### src/rtl/pc_sequencer_if.sv
// Sequencer-facing bundle: decoder/ALU/LUT-write controls in, ROM address and status out.
interface pc_sequencer_if #(
  parameter int unsigned PC_W  = 10,
  parameter int unsigned IDX_W = 3
);
  logic             start;
  logic             halt_req;
  logic             is_branch;
  logic             is_store;
  logic [IDX_W-1:0] lut_idx;
  logic             jump_flag;
  logic             lut_wr_en;
  logic [IDX_W-1:0] lut_wr_idx;
  logic [PC_W-1:0]  lut_wr_addr;
  logic [PC_W-1:0]  pc;
  logic             instr_valid;
  logic             reg_wr_en;
  logic             busy;
  logic             done;
  logic [15:0]      instr_count;

  modport master (
    output start, halt_req, is_branch, is_store, lut_idx, jump_flag,
           lut_wr_en, lut_wr_idx, lut_wr_addr,
    input  pc, instr_valid, reg_wr_en, busy, done, instr_count
  );

  modport slave (
    input  start, halt_req, is_branch, is_store, lut_idx, jump_flag,
           lut_wr_en, lut_wr_idx, lut_wr_addr,
    output pc, instr_valid, reg_wr_en, busy, done, instr_count
  );
endinterface

### src/rtl/pc_sequencer.sv
// PC and FETCH/EXEC/WB sequencer with a small branch-target LUT; every output is a
// register updated from the single state machine below.
module pc_sequencer #(
  parameter int unsigned    PC_W       = 10,
  parameter int unsigned    LUT_N      = 8,
  parameter logic [PC_W-1:0] START_ADDR = '0
) (
  input logic           clock,
  input logic           reset,
  pc_sequencer_if.slave bus
);
  localparam int unsigned IdxW = $clog2(LUT_N);

  typedef enum logic [2:0] {StIdle, StFetch, StExec, StWb, StHalt} state_e;

  state_e          state_q;
  logic [PC_W-1:0] pc_q;
  logic [15:0]     cnt_q;
  logic            valid_q, wr_q, busy_q, done_q;
  logic            br_q, st_q;
  logic [IdxW-1:0] idx_q;
  logic [PC_W-1:0] lut_q [LUT_N];

  logic taken;
  logic lut_wr_ok;

  assign taken     = br_q & bus.jump_flag;
  assign lut_wr_ok = bus.lut_wr_en & ((state_q == StIdle) | (state_q == StHalt));

  always_ff @(posedge clock or posedge reset) begin
    if (reset) begin
      state_q <= StIdle;
      pc_q    <= START_ADDR;
      cnt_q   <= '0;
      valid_q <= 1'b0;
      wr_q    <= 1'b0;
      busy_q  <= 1'b0;
      done_q  <= 1'b0;
      br_q    <= 1'b0;
      st_q    <= 1'b0;
      idx_q   <= '0;
      for (int i = 0; i < LUT_N; i++) lut_q[i] <= '0;
    end else begin
      if (lut_wr_ok) lut_q[bus.lut_wr_idx] <= bus.lut_wr_addr;
      unique case (state_q)
        StIdle, StHalt: begin
          if (bus.start) begin
            state_q <= StFetch;
            pc_q    <= START_ADDR;
            cnt_q   <= '0;
            busy_q  <= 1'b1;
            done_q  <= 1'b0;
          end
        end
        StFetch: begin
          state_q <= StExec;
          valid_q <= 1'b1;
        end
        StExec: begin
          valid_q <= 1'b0;
          br_q    <= bus.is_branch;
          st_q    <= bus.is_store;
          idx_q   <= bus.lut_idx;
          if (bus.halt_req) begin
            state_q <= StHalt;
            busy_q  <= 1'b0;
            done_q  <= 1'b1;
          end else begin
            state_q <= StWb;
            // Strobe is registered on entry to WB from the values being latched now.
            wr_q    <= ~bus.is_branch & ~bus.is_store;
          end
        end
        StWb: begin
          wr_q <= 1'b0;
          if (cnt_q != 16'hFFFF) cnt_q <= cnt_q + 16'd1;
          if (taken) begin
            pc_q    <= lut_q[idx_q];
            state_q <= StFetch;
          end else if (pc_q == '1) begin
            // End of address space: stop rather than wrap to 0.
            state_q <= StHalt;
            busy_q  <= 1'b0;
            done_q  <= 1'b1;
          end else begin
            pc_q    <= pc_q + 1'b1;
            state_q <= StFetch;
          end
        end
        default: state_q <= StIdle;
      endcase
    end
  end

  assign bus.pc          = pc_q;
  assign bus.instr_valid = valid_q;
  assign bus.reg_wr_en   = wr_q;
  assign bus.busy        = busy_q;
  assign bus.done        = done_q;
  assign bus.instr_count = cnt_q;
endmodule

### src/flat_wrapper.sv
// flat-port wrapper written by rule: the top's interface ports become plain ports
module pc_sequencer_flat 
#(
  parameter int unsigned    PC_W       = 10,
  parameter int unsigned    LUT_N      = 8,
  parameter logic [PC_W-1:0] START_ADDR = '0
)
  (clock, reset, bus_start, bus_halt_req, bus_is_branch, bus_is_store, bus_lut_idx, bus_jump_flag, bus_lut_wr_en, bus_lut_wr_idx, bus_lut_wr_addr, bus_pc, bus_instr_valid, bus_reg_wr_en, bus_busy, bus_done, bus_instr_count);
  pc_sequencer_if #(.PC_W(PC_W), .IDX_W(3)) bus_i ();
  input logic clock;
  input logic reset;
  input wire logic [$bits(bus_i.start)-1:0] bus_start;
  input wire logic [$bits(bus_i.halt_req)-1:0] bus_halt_req;
  input wire logic [$bits(bus_i.is_branch)-1:0] bus_is_branch;
  input wire logic [$bits(bus_i.is_store)-1:0] bus_is_store;
  input wire logic [$bits(bus_i.lut_idx)-1:0] bus_lut_idx;
  input wire logic [$bits(bus_i.jump_flag)-1:0] bus_jump_flag;
  input wire logic [$bits(bus_i.lut_wr_en)-1:0] bus_lut_wr_en;
  input wire logic [$bits(bus_i.lut_wr_idx)-1:0] bus_lut_wr_idx;
  input wire logic [$bits(bus_i.lut_wr_addr)-1:0] bus_lut_wr_addr;
  output wire logic [$bits(bus_i.pc)-1:0] bus_pc;
  output wire logic [$bits(bus_i.instr_valid)-1:0] bus_instr_valid;
  output wire logic [$bits(bus_i.reg_wr_en)-1:0] bus_reg_wr_en;
  output wire logic [$bits(bus_i.busy)-1:0] bus_busy;
  output wire logic [$bits(bus_i.done)-1:0] bus_done;
  output wire logic [$bits(bus_i.instr_count)-1:0] bus_instr_count;
  assign bus_i.start = bus_start;
  assign bus_i.halt_req = bus_halt_req;
  assign bus_i.is_branch = bus_is_branch;
  assign bus_i.is_store = bus_is_store;
  assign bus_i.lut_idx = bus_lut_idx;
  assign bus_i.jump_flag = bus_jump_flag;
  assign bus_i.lut_wr_en = bus_lut_wr_en;
  assign bus_i.lut_wr_idx = bus_lut_wr_idx;
  assign bus_i.lut_wr_addr = bus_lut_wr_addr;
  assign bus_pc = bus_i.pc;
  assign bus_instr_valid = bus_i.instr_valid;
  assign bus_reg_wr_en = bus_i.reg_wr_en;
  assign bus_busy = bus_i.busy;
  assign bus_done = bus_i.done;
  assign bus_instr_count = bus_i.instr_count;
  pc_sequencer #(.PC_W(PC_W), .LUT_N(LUT_N), .START_ADDR(START_ADDR)) u_core (.clock(clock), .reset(reset), .bus(bus_i));
endmodule
### config.mk
export PLATFORM = sky130hd
export DESIGN_NAME = pc_sequencer_flat
export DESIGN_NICKNAME = d
export VERILOG_FILES = /design/src/rtl/pc_sequencer_if.sv /design/src/rtl/pc_sequencer.sv /design/src/flat_wrapper.sv
export SDC_FILE = /design/constraint.sdc
export NUM_CORES = 1
export LEC_CHECK = 0
export CAP_MARGIN = 20
export CORE_ASPECT_RATIO = 1.1
export CORE_MARGIN = 4
export CORE_UTILIZATION = 52
export DETAILED_ROUTE_END_ITERATION = 8
export GPL_TIMING_DRIVEN = 0
export MAX_ROUTING_LAYER = met4
export PLACE_DENSITY = 0.77
export SYNTH_ARGS = -nofsm -noshare
export SYNTH_HDL_FRONTEND = slang
export SYNTH_SLANG_ARGS = --single-unit
### constraint.sdc
create_clock -name clock -period 3.7 [get_ports clock]
set_input_delay 0.74 -clock clock [delete_from_list [all_inputs] [get_ports clock]]
set_output_delay 0.74 -clock clock [all_outputs]
set_load 0.02 [all_outputs]
==> reports/qor.csv <==
stage,metric,value,unit
outcome,status,completed,
routing,drt-initial-drc-count,166,
sta,min_period,2430,ps
critical_path,critPathKind,in -> reg,
finish,fin_cells,658,
routing,vias,3896,
floorplanning,num_io_pins,54,
synthesis,synth_xor_area_frac,0.00157,
place,dp_cells,627,
synthesis,synth_top_area_frac,0.525,
grt,grt_max_degree,45,
sta,timing.fmax,411,MHz
clock_network,root_buffer,clkbuf_16,
sta,hold_viol,0,
synthesis,syn_nets,455,
floorplanning,start_util,0.534,
routing,vias_per_cell,5.92,
sta,rsz0062_at_grt,no,
clock_network,cts_max_level,4,
pwr,total_power,5.66,mW
sta,report.final.slew_viol_count,0,
flow_run,cap_violations,0,
clock_network,cts_made_buffers,17,
routing,drc,0,
synthesis,yosys_register_bits,117,
clock_network,ctsResizeCount,0,
floorplanning,rows,39,
pwr,p_leak,2.98,nW
clock_network,clock_latency,400,ps
synthesis,syn_area,5580,um2
synthesis,yosys.area_share.simple,0.104,
finish,diodes,0,
floorplanning,die_h,117,um
clock_network,clockBufferDepth,2,
min_path,hold_path_class,reg -> reg,
grt,grt_pass1_wl,21100,um
pwr,powerDensity,815,nW/um2
synthesis,synth_compound_area_frac,0.0652,
finish,layout_commonest_cell,dfrtp_1,
grt,antenna_found_initial,0,
synthesis,yosys.area.top_type,dfrtp_1,
sta,worst_slew_pin_slew,914,ps
sta,fin_crit_sh,0.657,
synthesis,synth-seq-area-share,0.525,
synthesis,syn_inst,429,
synthesis,synth_top_family_by_area,multiplexers,
clock_network,numClockSinks,117,
floorplanning,core-area,10400,um2
critical_path,required,3990,ps
finish,final_layout_size_suffix_gt1_frac,0.305,
grt,grt_pass1_vias,4028,
floorplanning,fp.dieArea,12500,um2
finish,syn_to_final_growth,24.4,%
sta,clock_skew,6.83,ps
sta,fin_tns_setup,0,ps
sta,hold_slack,495,ps
critical_path,endpoint_kind,flip-flop,
routing,drt-pass1-iter-count,4,
grt,track_usage,0.228,
place,dp_hpwl,8530,um
routing,wire_per_inst,19.3,um
clock_network,path_clk_slew,60,ps
clock_network,cts_tree,built,
synthesis,ys_top_cells_by_area,"dfrtp_1 52%, mux2_2 17%, mux4_2 8.1%, nand2_1 2.9%, mux2i_1 2.9%",
critical_path,cp_max_fo,10,
floorplanning,die_w,107,um
place,io_buffers,53,
synthesis,synthDistinctLibCells,49,
critical_path,cp-start-kind,primary input,
clock_network,cts_hold_buf,0,
sta,slew_headroom,0.389,
finish,fin_nets,529,
routing,postRouteAntennaNets,0,
pwr,ir_drop,0.000449,V
routing,wl,12700,um
finish,final_cell_mix,"117 x dfrtp_1, 85 x mux2_2, 53 x clkdlybuf4s50_1",
synthesis,ys_warn_count,0,
critical_path,critPathArrivalTime,2720,ps
sta,finalSetupViolations,0,
clock_network,postCtsSetupRepairBufs,0,
synthesis,synth_fa_ha_area_frac,0.00448,
synthesis,synth_mux_area_frac,0.281,
place,gp_congestion,0.885,
grt,grt_overflow,0,
synthesis,avgSynthCellArea,13.0,um2
## cells in the mapped netlist, drive strengths merged
| master | n |
|---|---|
| a211o | 1 |
| a211oi | 1 |
| a21o | 4 |
| a21oi | 6 |
| a22o | 2 |
| a22oi | 1 |
| a31o | 1 |
| a32o | 3 |
| a32oi | 1 |
| and2 | 1 |
| and3 | 7 |
| and3b | 1 |
| and4 | 1 |
| buf | 13 |
| clkbuf | 5 |
| dfrtp | 117 |
| ha | 2 |
| inv | 4 |
| mux2 | 85 |
| mux2i | 16 |
| mux4 | 20 |
| nand2 | 43 |
| nand2b | 1 |
| nand3 | 21 |
| nand3b | 3 |
| nand4 | 4 |
| nor2 | 13 |
| nor2b | 3 |
| nor3 | 9 |
| nor3b | 1 |
| nor4 | 2 |
| o2111ai | 1 |
| o211ai | 1 |
| o21a | 2 |
| o21ai | 15 |
| o22ai | 2 |
| o311ai | 2 |
| o31ai | 3 |
| o41a | 1 |
| o41ai | 3 |
| or2 | 1 |
| or3 | 4 |
| or4 | 1 |
| xor2 | 1 |
## routing by layer
layer  vias up  routed length, um  track usage
met4         0                218       0.0810
met5         -                  0            -
met3        19                596       0.0398
met1      1999               5510        0.287
met2       115               6380        0.376
li1       1763                  -            -
## registers in the layout, summed over array words and instances, names as in the netlist
signal	flops
u_core.br_q	1
u_core.bus.busy	1
u_core.bus.done	1
u_core.bus.instr_count	16
u_core.bus.instr_valid	1
u_core.bus.pc	10
u_core.bus.reg_wr_en	1
u_core.idx_q	3
u_core.lut_q	80
u_core.state_q	3
## critical path: stages
cell and delay [ps]:
clkdlybuf4s50_1 450, and2_1 150, buf_2 180, nor4_2 420, nor2_1 260, a31o_2 300, a22o_1 220
## per-stage QoR
stage                util  worst slack [ps]  area (um2)
detailed placement  0.607               888        6330
floorplan               -              1530        5580
global placement    0.603               506        6290
global route        0.665              1220        6940
CTS                 0.665              1300        6940
finish              0.665              1270        6940
## area by class of cell
class / count / area (um2)
Buffer: 18 / 88.8
Clock buffer: 19 / 453
Clock inverter: 12 / 155
Fill cell: 789 / 3500
Inverter: 4 / 18.8
Multi-Input combinational cell: 290 / 2550
Sequential cell: 117 / 2930
Tap cell: 143 / 179
Timing Repair Buffer: 55 / 571
## final timing paths
kind / start / cells after the start / end / slack (ps)
max in group asynchronous: reset / 3 / u_core.bus.pc[1] / 2120
min: u_core.bus.done / 1 / u_core.bus.done / 500
max: bus_jump_flag / 7 / u_core.bus.pc[5] / 1270
min reg2reg: u_core.bus.done / 1 / u_core.bus.done / 500
max reg2reg: u_core.bus.pc[0] / 6 / u_core.bus.pc[5] / 1470
min in group asynchronous: reset / 2 / u_core.state_q[1] / 870
## cells by family after synthesis
family / Yosys count
AOI/OAI and AO/OA: 50
xor gates and xnor gates: 1
adders and majority gates: 2
buffers and inverters: 22
DFF: 117
muxes: 121
and+or+nand+nor: 116
## power breakdown
group          switching, mW  leakage (nW)  internal [mW]  total [mW]
combinational          0.817          1.21           1.03        1.85
clock                  0.578         0.295           1.09        1.67
sequential             0.329          1.47           1.81        2.14
total                   1.72          2.98           3.93        5.66
(Power assumes the default switching activity.)
